### src/rtl/alu_pkg.sv
// rtl/alu_pkg.sv - shared opcode, flag-index and state definitions for the ALU arbiter
//
// Purpose : constants and types shared by alu, alu_arbiter_if and alu_arbiter.
// Contents: ALU_* opcodes, FLAG_* bit positions within an NZCV nibble,
//           arb_state_t arbiter state encoding.
package alu_pkg;

  localparam logic [1:0] ALU_ADD = 2'b00;
  localparam logic [1:0] ALU_SUB = 2'b01;
  localparam logic [1:0] ALU_AND = 2'b10;
  localparam logic [1:0] ALU_ORR = 2'b11;

  localparam int FLAG_N = 0;
  localparam int FLAG_Z = 1;
  localparam int FLAG_C = 2;
  localparam int FLAG_V = 3;

  typedef enum logic [1:0] {
    IDLE = 2'd0,
    EXEC = 2'd1,
    RESP = 2'd2
  } arb_state_t;

endpackage

### src/rtl/alu_arbiter_if.sv
// rtl/alu_arbiter_if.sv - request/response bundle between requesters and the ALU arbiter
//
// Purpose : groups the per-requester request and response handshakes.
// Signals : req_valid/req_ready/req_a/req_b/req_op/req_setflags (request side),
//           rsp_valid/rsp_ready/rsp_data/rsp_flags (response side).
// Modports: master = requesters, slave = arbiter.
interface alu_arbiter_if #(
  parameter int NREQ = 2
) ();

  logic [NREQ-1:0]       req_valid;
  logic [NREQ-1:0]       req_ready;
  logic [NREQ-1:0][31:0] req_a;
  logic [NREQ-1:0][31:0] req_b;
  logic [NREQ-1:0][1:0]  req_op;
  logic [NREQ-1:0]       req_setflags;
  logic [NREQ-1:0]       rsp_valid;
  logic [NREQ-1:0]       rsp_ready;
  logic [31:0]           rsp_data;
  logic [3:0]            rsp_flags;

  modport master (
    output req_valid, req_a, req_b, req_op, req_setflags, rsp_ready,
    input  req_ready, rsp_valid, rsp_data, rsp_flags
  );

  modport slave (
    input  req_valid, req_a, req_b, req_op, req_setflags, rsp_ready,
    output req_ready, rsp_valid, rsp_data, rsp_flags
  );

endinterface

### src/rtl/alu.sv
// rtl/alu.sv - combinational 32-bit ALU with NZCV flags
//
// Purpose : ADD/SUB/AND/ORR on two 32-bit operands.
// Ports   : a_i, b_i  operands
//           op_i      opcode (ALU_ADD/SUB/AND/ORR)
//           c_o       result
//           flags_o   NZCV, bit positions FLAG_N/Z/C/V
module alu
  import alu_pkg::*;
(
  input  logic [31:0] a_i,
  input  logic [31:0] b_i,
  input  logic [1:0]  op_i,
  output logic [31:0] c_o,
  output logic [3:0]  flags_o
);

  logic        is_sub;
  logic [31:0] b_eff;
  logic [32:0] sum;
  logic        carry;
  logic        ovf;

  // SUB is a + ~b + 1 so the carry-out is the ARM-style "no borrow" flag.
  assign is_sub = (op_i == ALU_SUB);
  assign b_eff  = is_sub ? ~b_i : b_i;
  assign sum    = {1'b0, a_i} + {1'b0, b_eff} + {32'b0, is_sub};

  always_comb begin
    c_o   = 32'b0;
    carry = 1'b0;
    ovf   = 1'b0;
    case (op_i)
      ALU_ADD, ALU_SUB: begin
        c_o   = sum[31:0];
        carry = sum[32];
        // Overflow: like-signed inputs to the adder producing an opposite-signed sum.
        ovf   = (a_i[31] == b_eff[31]) && (sum[31] != a_i[31]);
      end
      ALU_AND: c_o = a_i & b_i;
      default: c_o = a_i | b_i;
    endcase
  end

  always_comb begin
    flags_o         = 4'b0;
    flags_o[FLAG_N] = c_o[31];
    flags_o[FLAG_Z] = (c_o == 32'b0);
    flags_o[FLAG_C] = carry;
    flags_o[FLAG_V] = ovf;
  end

endmodule

### src/rtl/alu_arbiter.sv
// rtl/alu_arbiter.sv - round-robin sharing of one ALU between two requesters
//
// Purpose : grants one operation at a time, registers the result and its
//           flags, and owns the architectural NZCV register.
// Ports   : clk      rising-edge clock
//           reset_n  synchronous active-low reset
//           bus      alu_arbiter_if slave (request/response handshakes)
//           flags_q  architectural NZCV register
module alu_arbiter
  import alu_pkg::*;
#(
  parameter int NREQ = 2
) (
  input  logic         clk,
  input  logic         reset_n,
  alu_arbiter_if.slave bus,
  output logic [3:0]   flags_q
);

  arb_state_t  state_q, state_d;
  logic        ptr_q, ptr_d;
  logic        owner_q, owner_d;
  logic [31:0] a_q, a_d;
  logic [31:0] b_q, b_d;
  logic [1:0]  op_q, op_d;
  logic        setf_q, setf_d;
  logic [31:0] data_q, data_d;
  logic [3:0]  rflags_q, rflags_d;
  logic [3:0]  flags_d;

  logic            gnt_any;
  logic            gnt_idx;
  logic [31:0]     alu_c;
  logic [3:0]      alu_flags;
  logic [NREQ-1:0] ready_oh;
  logic [NREQ-1:0] valid_oh;

  alu u_alu (
    .a_i     (a_q),
    .b_i     (b_q),
    .op_i    (op_q),
    .c_o     (alu_c),
    .flags_o (alu_flags)
  );

  // The pointer's requester wins; otherwise fall through to the other one.
  assign gnt_any = |bus.req_valid;
  assign gnt_idx = bus.req_valid[ptr_q] ? ptr_q : ~ptr_q;

  assign ready_oh = NREQ'(1) << gnt_idx;
  assign valid_oh = NREQ'(1) << owner_q;

  assign bus.req_ready = (reset_n && (state_q == IDLE) && gnt_any) ? ready_oh : '0;
  assign bus.rsp_valid = (state_q == RESP) ? valid_oh : '0;
  assign bus.rsp_data  = data_q;
  assign bus.rsp_flags = rflags_q;

  always_comb begin
    state_d  = state_q;
    ptr_d    = ptr_q;
    owner_d  = owner_q;
    a_d      = a_q;
    b_d      = b_q;
    op_d     = op_q;
    setf_d   = setf_q;
    data_d   = data_q;
    rflags_d = rflags_q;
    flags_d  = flags_q;
    case (state_q)
      IDLE: begin
        if (gnt_any) begin
          a_d     = bus.req_a[gnt_idx];
          b_d     = bus.req_b[gnt_idx];
          op_d    = bus.req_op[gnt_idx];
          setf_d  = bus.req_setflags[gnt_idx];
          owner_d = gnt_idx;
          ptr_d   = ~gnt_idx;
          state_d = EXEC;
        end
      end
      EXEC: begin
        data_d   = alu_c;
        rflags_d = alu_flags;
        if (setf_q) flags_d = alu_flags;
        state_d  = RESP;
      end
      RESP: begin
        if (bus.rsp_ready[owner_q]) state_d = IDLE;
      end
      default: state_d = IDLE;
    endcase
  end

  always_ff @(posedge clk) begin
    if (!reset_n) begin
      state_q  <= IDLE;
      ptr_q    <= 1'b0;
      owner_q  <= 1'b0;
      a_q      <= 32'b0;
      b_q      <= 32'b0;
      op_q     <= ALU_ADD;
      setf_q   <= 1'b0;
      data_q   <= 32'b0;
      rflags_q <= 4'b0;
      flags_q  <= 4'b0;
    end else begin
      state_q  <= state_d;
      ptr_q    <= ptr_d;
      owner_q  <= owner_d;
      a_q      <= a_d;
      b_q      <= b_d;
      op_q     <= op_d;
      setf_q   <= setf_d;
      data_q   <= data_d;
      rflags_q <= rflags_d;
      flags_q  <= flags_d;
    end
  end

endmodule
### src/flat_wrapper.sv
// flat-port wrapper written by rule: the top's interface ports become plain ports
module alu_arbiter_flat import alu_pkg::*;
#(
  parameter int NREQ = 2
)
  (clk, reset_n, flags_q, bus_req_valid, bus_req_a, bus_req_b, bus_req_op, bus_req_setflags, bus_rsp_ready, bus_req_ready, bus_rsp_valid, bus_rsp_data, bus_rsp_flags);
  alu_arbiter_if #(.NREQ(NREQ)) bus_i ();
  input  logic clk;
  input  logic reset_n;
  output logic [3:0] flags_q;
  input wire logic [$bits(bus_i.req_valid)-1:0] bus_req_valid;
  input wire logic [$bits(bus_i.req_a)-1:0] bus_req_a;
  input wire logic [$bits(bus_i.req_b)-1:0] bus_req_b;
  input wire logic [$bits(bus_i.req_op)-1:0] bus_req_op;
  input wire logic [$bits(bus_i.req_setflags)-1:0] bus_req_setflags;
  input wire logic [$bits(bus_i.rsp_ready)-1:0] bus_rsp_ready;
  output wire logic [$bits(bus_i.req_ready)-1:0] bus_req_ready;
  output wire logic [$bits(bus_i.rsp_valid)-1:0] bus_rsp_valid;
  output wire logic [$bits(bus_i.rsp_data)-1:0] bus_rsp_data;
  output wire logic [$bits(bus_i.rsp_flags)-1:0] bus_rsp_flags;
  assign bus_i.req_valid = bus_req_valid;
  assign bus_i.req_a = bus_req_a;
  assign bus_i.req_b = bus_req_b;
  assign bus_i.req_op = bus_req_op;
  assign bus_i.req_setflags = bus_req_setflags;
  assign bus_i.rsp_ready = bus_rsp_ready;
  assign bus_req_ready = bus_i.req_ready;
  assign bus_rsp_valid = bus_i.rsp_valid;
  assign bus_rsp_data = bus_i.rsp_data;
  assign bus_rsp_flags = bus_i.rsp_flags;
  alu_arbiter #(.NREQ(NREQ)) u_core (.clk(clk), .reset_n(reset_n), .bus(bus_i), .flags_q(flags_q));
endmodule
### config.mk
export PLATFORM = sky130hd
export DESIGN_NAME = alu_arbiter_flat
export DESIGN_NICKNAME = d
export VERILOG_FILES = /design/src/rtl/alu_pkg.sv /design/src/rtl/alu_arbiter_if.sv /design/src/rtl/alu.sv /design/src/rtl/alu_arbiter.sv /design/src/flat_wrapper.sv
export SDC_FILE = /design/constraint.sdc
export NUM_CORES = 1
export LEC_CHECK = 0
export CORE_MARGIN = 2
export CORE_UTILIZATION = 55
export CTS_CLUSTER_SIZE = 8
export DETAILED_ROUTE_END_ITERATION = 7
export GPL_TIMING_DRIVEN = 0
export PLACE_DENSITY_LB_ADDON = 0.25
export SKIP_CTS_REPAIR_TIMING = 1
export SYNTH_ARGS = -nofsm -noshare
export SYNTH_HDL_FRONTEND = slang
export SYNTH_HIERARCHICAL = 1
export SYNTH_SLANG_ARGS = --single-unit
### constraint.sdc
create_clock -name clk -period 13.35 [get_ports clk]
set_clock_uncertainty 0.05 [all_clocks]
set_input_delay 2.67 -clock clk [delete_from_list [all_inputs] [get_ports clk]]
set_output_delay 2.67 -clock clk [all_outputs]
set_load 0.01 [all_outputs]
==> impl_metrics.ini, run 1 <==
[status]
outcome = finished clean

[route]
antenna_left = 0
finalWirelength_um = 26010
drcViolationCount = 0
vias = 8717
dr.pass1.iters = 5
vias_per_cell = 6.156
wl_per_cell_um = 18.37
dr.first_iter.drc_count = 596

[yosys]
synth_most_common_cell = a21oi_1
ys.flop_type = dfxtp_1
yosysWarnings = 6
ys_ff_latch = 111
synth.area.top_cells = dfxtp_1 28%, a21oi_1 9.0%, ha_1 6.4%
netlist_top_cells_count = 143 x a21oi_1, 128 x nand2_1, 111 x dfxtp_1
yosysTopAreaCell = dfxtp_1
avgSynthCellArea_um2 = 7.726
yosys.area_share.adder = 0.1024
synth_top_family_by_area = compound AO/OA/AOI/OAI gates
ys_async_sr_fraction = 0
netlist-cell-type-count = 69
synth_compound_area_frac = 0.3124
synthXorXnorAreaFrac = 0.06255
synth_simple_gate_area_frac = 0.1782
synth_edf_count = 0
syn_inst = 1033
syn_nets = 1215
syn_area_um2 = 7981
synthMuxAreaShare = 0.002508
synth_top_area_frac = 0.2784
yosysSeqAreaShare = 0.2784

[clocking]
htree_levels = 3
path_clk_slew_ps = 70
cts_tree = done
cts.path.max_buffers = 2
ctsRootBufferMaster = clkbuf_16
cts_sinks = 111
cts_made_buffers = 9
clock_latency_ps = 360

[sta]
grt_setup_unrepaired = no
max_freq_ghz = 0.1299
setup_violations = 0
slew_headroom = 0.3700
post-route-period-util = 0.5766
fin_hold_ws_ps = 404.0
tightest_slew_ps = 944.9
drv_slew = 0
period_needed_ps = 7697
finalSetupTns_ps = 0
hold_viol_final = 0

[power_and_ir_drop]
p_leak_nw = 3.732
power.internal_uw = 813.2
combPwrFrac = 0.478
swShare = 0.4002
ir_worst_vdd_mv = 0.08164
power_frac_clock = 0.211
powerDensity_nw_per_um2 = 130.9
p_switching_uw = 542.6
seq_power_share = 0.311

[critical_path]
crit_fanout = 10
required_ps = 10630
slowest_stage = clkdlybuf4s50_1
critPathLaunch = bus_req_valid[1]
end_kind = output port
cp_common_cell = clkdlybuf4s50_1
worstPathArrival_ps = 4980
max_stage_delay_ps = 540
regToRegStartpoint = u_core/op_q[0]
crit_type = primary input to output port
start_kind = primary input
crit_chain = clkdlybuf4s50_1, or2_1, buf_2, clkbuf_1, and3_1, nor2b_1, clkdlybuf4s50_1

[place]
placed_cell_area_um2 = 10040
hpwl_um = 21000
place_congestion = 0.9759
port_buffers = 183

[floorplanning]
rows = 44
core_area_um2 = 14370
fp.dieW_um = 124.5
die_h_um = 124.5
ios = 184
die_area_um2 = 15490
initial_utilization = 0.5555

[min_path]
hold_class = register to register
worstHoldStart = u_core/bus.rsp_data[2]

[cells_and_area]
drive_gt1_frac = 0.06412
stdcell_area_um2 = 10360
area_delta_synth_final_pct = 29.82
nets = 1409
diodes = 0

[global_routing]
grt_pass1_vias = 8051
grt_pass1_wl_um = 40510
grt_max_degree = 18
grt_overflow = 0
grt_antenna_before_repair = 0
grt_usage = 0.3222

[job]
drv_cap = 0
-- cells in the final DEF, fill, tap and decap left out, types with 9 or more instances in the layout --
master / instances
nor2_1: 21
ha_1: 41
nand4_1: 11
buf_2: 14
buf_1: 11
clkbuf_16: 9
a21o_1: 10
a311oi_1: 49
xnor2_1: 48
a21oi_1: 143
nand2_1: 128
a311oi_2: 20
clkbuf_1: 62
dfxtp_1: 111
nand3_1: 81
clkdlybuf4s50_1: 183
o21ai_0: 92
o21ai_1: 12
inv_1: 18
xor2_1: 9
maj3_1: 25
-- critical path: cells and delay by family --
kind | cells | cell delay, ps
and+or+nand+nor | 3 | 630
buffers and inverters | 4 | 1670
-- final timing paths --
kind	end	slack (ps)	cells past startpoint
setup reg to reg	u_core/flags_q[3]	7820	21
hold / removal	u_core/bus.rsp_data[2]	400	2
setup / recovery	bus_req_ready[1]	5650	7
hold reg to reg	u_core/bus.rsp_data[2]	400	2
-- registers in the layout, indices dropped and copies added, names as in the netlist --
name / flops
u_core/a_q: 32
u_core/b_q: 32
u_core/bus.rsp_data: 32
u_core/bus.rsp_flags: 4
u_core/flags_q: 4
u_core/op_q: 2
u_core/owner_q: 1
u_core/ptr_q: 1
u_core/setf_q: 1
u_core/state_q: 2
-- power groups by stage --
stage	Combinational [mW]	Sequential, mW	Clock, mW
finish	0.649	0.421	0.286
global route	0.704	0.426	0.303
CTS	0.634	0.419	0.289
detailed placement	0.629	0.427	0
global placement	0.619	0.425	0
floorplan	0.435	0.416	0
-- cell families after synthesis --
| kind of cell | Yosys count |
|---|---|
| fa+ha+maj | 70 |
| xor+xnor | 57 |
| flops | 111 |
| simple gates | 296 |
| buf+inv | 116 |
| mux | 2 |
| compound gates | 381 |
-- layout make-up --
type                            count  area (um2)
Clock inverter                      3       47.55
Multi-Input combinational cell    806        5253
Inverter                           19       71.32
Fill cell                        1171        4008
Sequential cell                   111        2222
Buffer                             97       435.4
Timing Repair Buffer              183        1832
Tap cell                          184       230.2
Clock buffer                       13       270.3
-- per-stage QoR --
step                total power, mW  instances    util  setup slack, ps
CTS                           1.343       1416  0.7211             5698
floorplan                    0.8511       1033       -             7044
detailed placement            1.055       1400  0.6990             5708
global placement              1.044       1400  0.6990             5726
global route                  1.433       1416  0.7211             5557
finish                        1.356       1416  0.7211             5653
-- per-layer routing --
layer / vias up / part of all wire / global-route usage
met5: - / 0 / 0
met2: 412 / 0.46 / 0.5304
met1: 4052 / 0.42 / 0.4123
li1: 4188 / - / -
met3: 65 / 0.079 / 0.05584
met4: 0 / 0.037 / 0.1474
Note: power is estimated with default switching activity, not from simulation.
==> run 2: changes to the inputs <==
--- a/config.mk
+++ b/config.mk
@@ -6,7 +6,7 @@
 export NUM_CORES = 1
 export LEC_CHECK = 0
 export CORE_MARGIN = 2
-export CORE_UTILIZATION = 55
+export CORE_UTILIZATION = 47
 export CTS_CLUSTER_SIZE = 8
 export DETAILED_ROUTE_END_ITERATION = 7
 export GPL_TIMING_DRIVEN = 0
==> constraint.sdc (replaced) <==
create_clock -name clk -period 6.5 [get_ports clk]
set_clock_uncertainty 0.05 [all_clocks]
set_input_delay 1.3 -clock clk [delete_from_list [all_inputs] [get_ports clk]]
set_output_delay 1.3 -clock clk [all_outputs]
set_load 0.01 [all_outputs]
==> run 2 against run 1 <==
Clock power is 120% higher. Total power is 110% higher. Non-clock buffer count stayed put. Sequential cell count stayed put.
==> impl_metrics.ini, run 2 (synthesis results as in run 1) <==
[clocking]
htree_levels = 3
clock_latency_ps = 360
cts_made_buffers = 9
path_clk_slew_ps = 80
cts_tree = done
ctsRootBufferMaster = clkbuf_16
cts.path.max_buffers = 2
cts_sinks = 111

[cells_and_area]
fill_cells = 1553
drive_gt1_frac = 0.06418
layout_common_cells = 183 x clkdlybuf4s50_1, 143 x a21oi_1, 128 x nand2_1
nets = 1409
final_common_cell = clkdlybuf4s50_1
area_delta_synth_final_pct = 30.52
multi_input_area_um2 = 5253
regArea_um2 = 2222
diodes = 0

[place]
place_congestion = 0.9428
port_buffers = 183
hpwl_um = 21600

[sta]
fin_hold_ws_ps = 404.1
max_freq_ghz = 0.1775
tightest_slew_ps = 953.9
hold_viol_final = 0
slew_headroom = 0.3641
setup_violations = 0
finalSetupTns_ps = 0
period_needed_ps = 5635
drv_slew = 0
grt_setup_unrepaired = no
post-route-period-util = 0.8669

[critical_path]
worstPathArrival_ps = 5800
crit_fanout = 10
start_kind = register
crit_type = register to register
reg2reg_depth = 21
required_ps = 6660
end_kind = register

[floorplanning]
die_h_um = 134.3
initial_utilization = 0.4813
die_area_um2 = 18040
fp.dieW_um = 134.3
core_area_um2 = 16580
rows = 47
ios = 184

[min_path]
whs_path_depth = 2
hold_class = register to register

[global_routing]
gr-usage-met3 = 0.05404
grt_pass1_wl_um = 42220
grt_use_met1 = 0.3976
grt_pass1_vias = 8222
grt_max_degree = 18
grt_usage = 0.2968
grt.busiest_layer = met2
grt_overflow = 0
met2_usage = 0.4785
grt_antenna_before_repair = 0

[route]
dr.pass1.iters = 6
vias_per_cell = 5.908
finalWirelength_um = 26970
wl_per_cell_um = 18.59
dr.first_iter.drc_count = 721
vias = 8572
drcViolationCount = 0
antenna_left = 0

[power_and_ir_drop]
powerDensity_nw_per_um2 = 270.4
ir_worst_vdd_mv = 0.1583
p_leak_nw = 3.733

[status]
outcome = finished clean

[job]
drv_cap = 0
-- run 2: cell types whose count changed in the layout (fill, tap and decap cells not counted), sizes merged --
cell	before	now
inv	21	20
clkbuf	75	73
clkinvlp	0	1
bufinv	1	2
-- run 2: through the flow --
step           instance area [um2]  power, mW  worst slack, ps    util  instances
6_report                     10420      2.817            865.3  0.6282       1451
5_1_grt                      10420      2.979            404.5  0.6282       1451
4_1_cts                      10420      2.792            940.8  0.6282       1451
3_5_place_dp                 10090      2.179            998.3  0.6083       1436
3_3_place_gp                 10090      2.162            985.7  0.6083       1436
2_1_floorplan                 7981      1.748             2066       -       1033
-- run 2: final cells by class --
class,count,share of cell area
Clock buffer,11,0.02426
Sequential cell,111,0.2133
Buffer,97,0.04180
Timing Repair Buffer,183,0.1758
Inverter,19,0.006846
Multi-Input combinational cell,806,0.5042
Tap cell,220,0.02642
Clock inverter,4,0.007326
-- run 2: path summary, 6_finish.rpt --
path                                         startpoint                 endpoint  slack, ps
worst min-delay path            u_core/bus.rsp_data[17]  u_core/bus.rsp_data[17]        400
worst max register to register           u_core/op_q[0]  u_core/bus.rsp_flags[3]        870
worst min register to register  u_core/bus.rsp_data[17]  u_core/bus.rsp_data[17]        400
worst max-delay path                     u_core/op_q[0]  u_core/bus.rsp_flags[3]        870
-- run 2: routing by layer --
metal	wire [um]	vias up
met5	0	-
met4	848	0
met3	2290	61
met2	12200	388
met1	11630	3942
li1	-	4181
-- run 2: worst max-delay path, stage by stage, from the launching register on --
cell      delay, ps
dfxtp_1         400
buf_6           190
buf_2           290
buf_1           430
nand2_1         200
buf_1           460
xnor2_1         260
ha_1            310
clkbuf_1        180
a21oi_1         230
o21ai_1         150
a221oi_1        430
a311oi_1        210
or4b_1          540
a31o_2          290
a21o_1          190
a21oi_1         200
xor2_1          160
nor3_1           60
buf_4           160
nand2_1          50
a21oi_1          60
-- run 2: where the power goes --
part | leakage (nW) | switching (mW) | internal (mW)
Sequential | 0.915 | 0.0954 | 0.768
Combinational | 2.66 | 0.769 | 0.569
Clock | 0.158 | 0.257 | 0.358
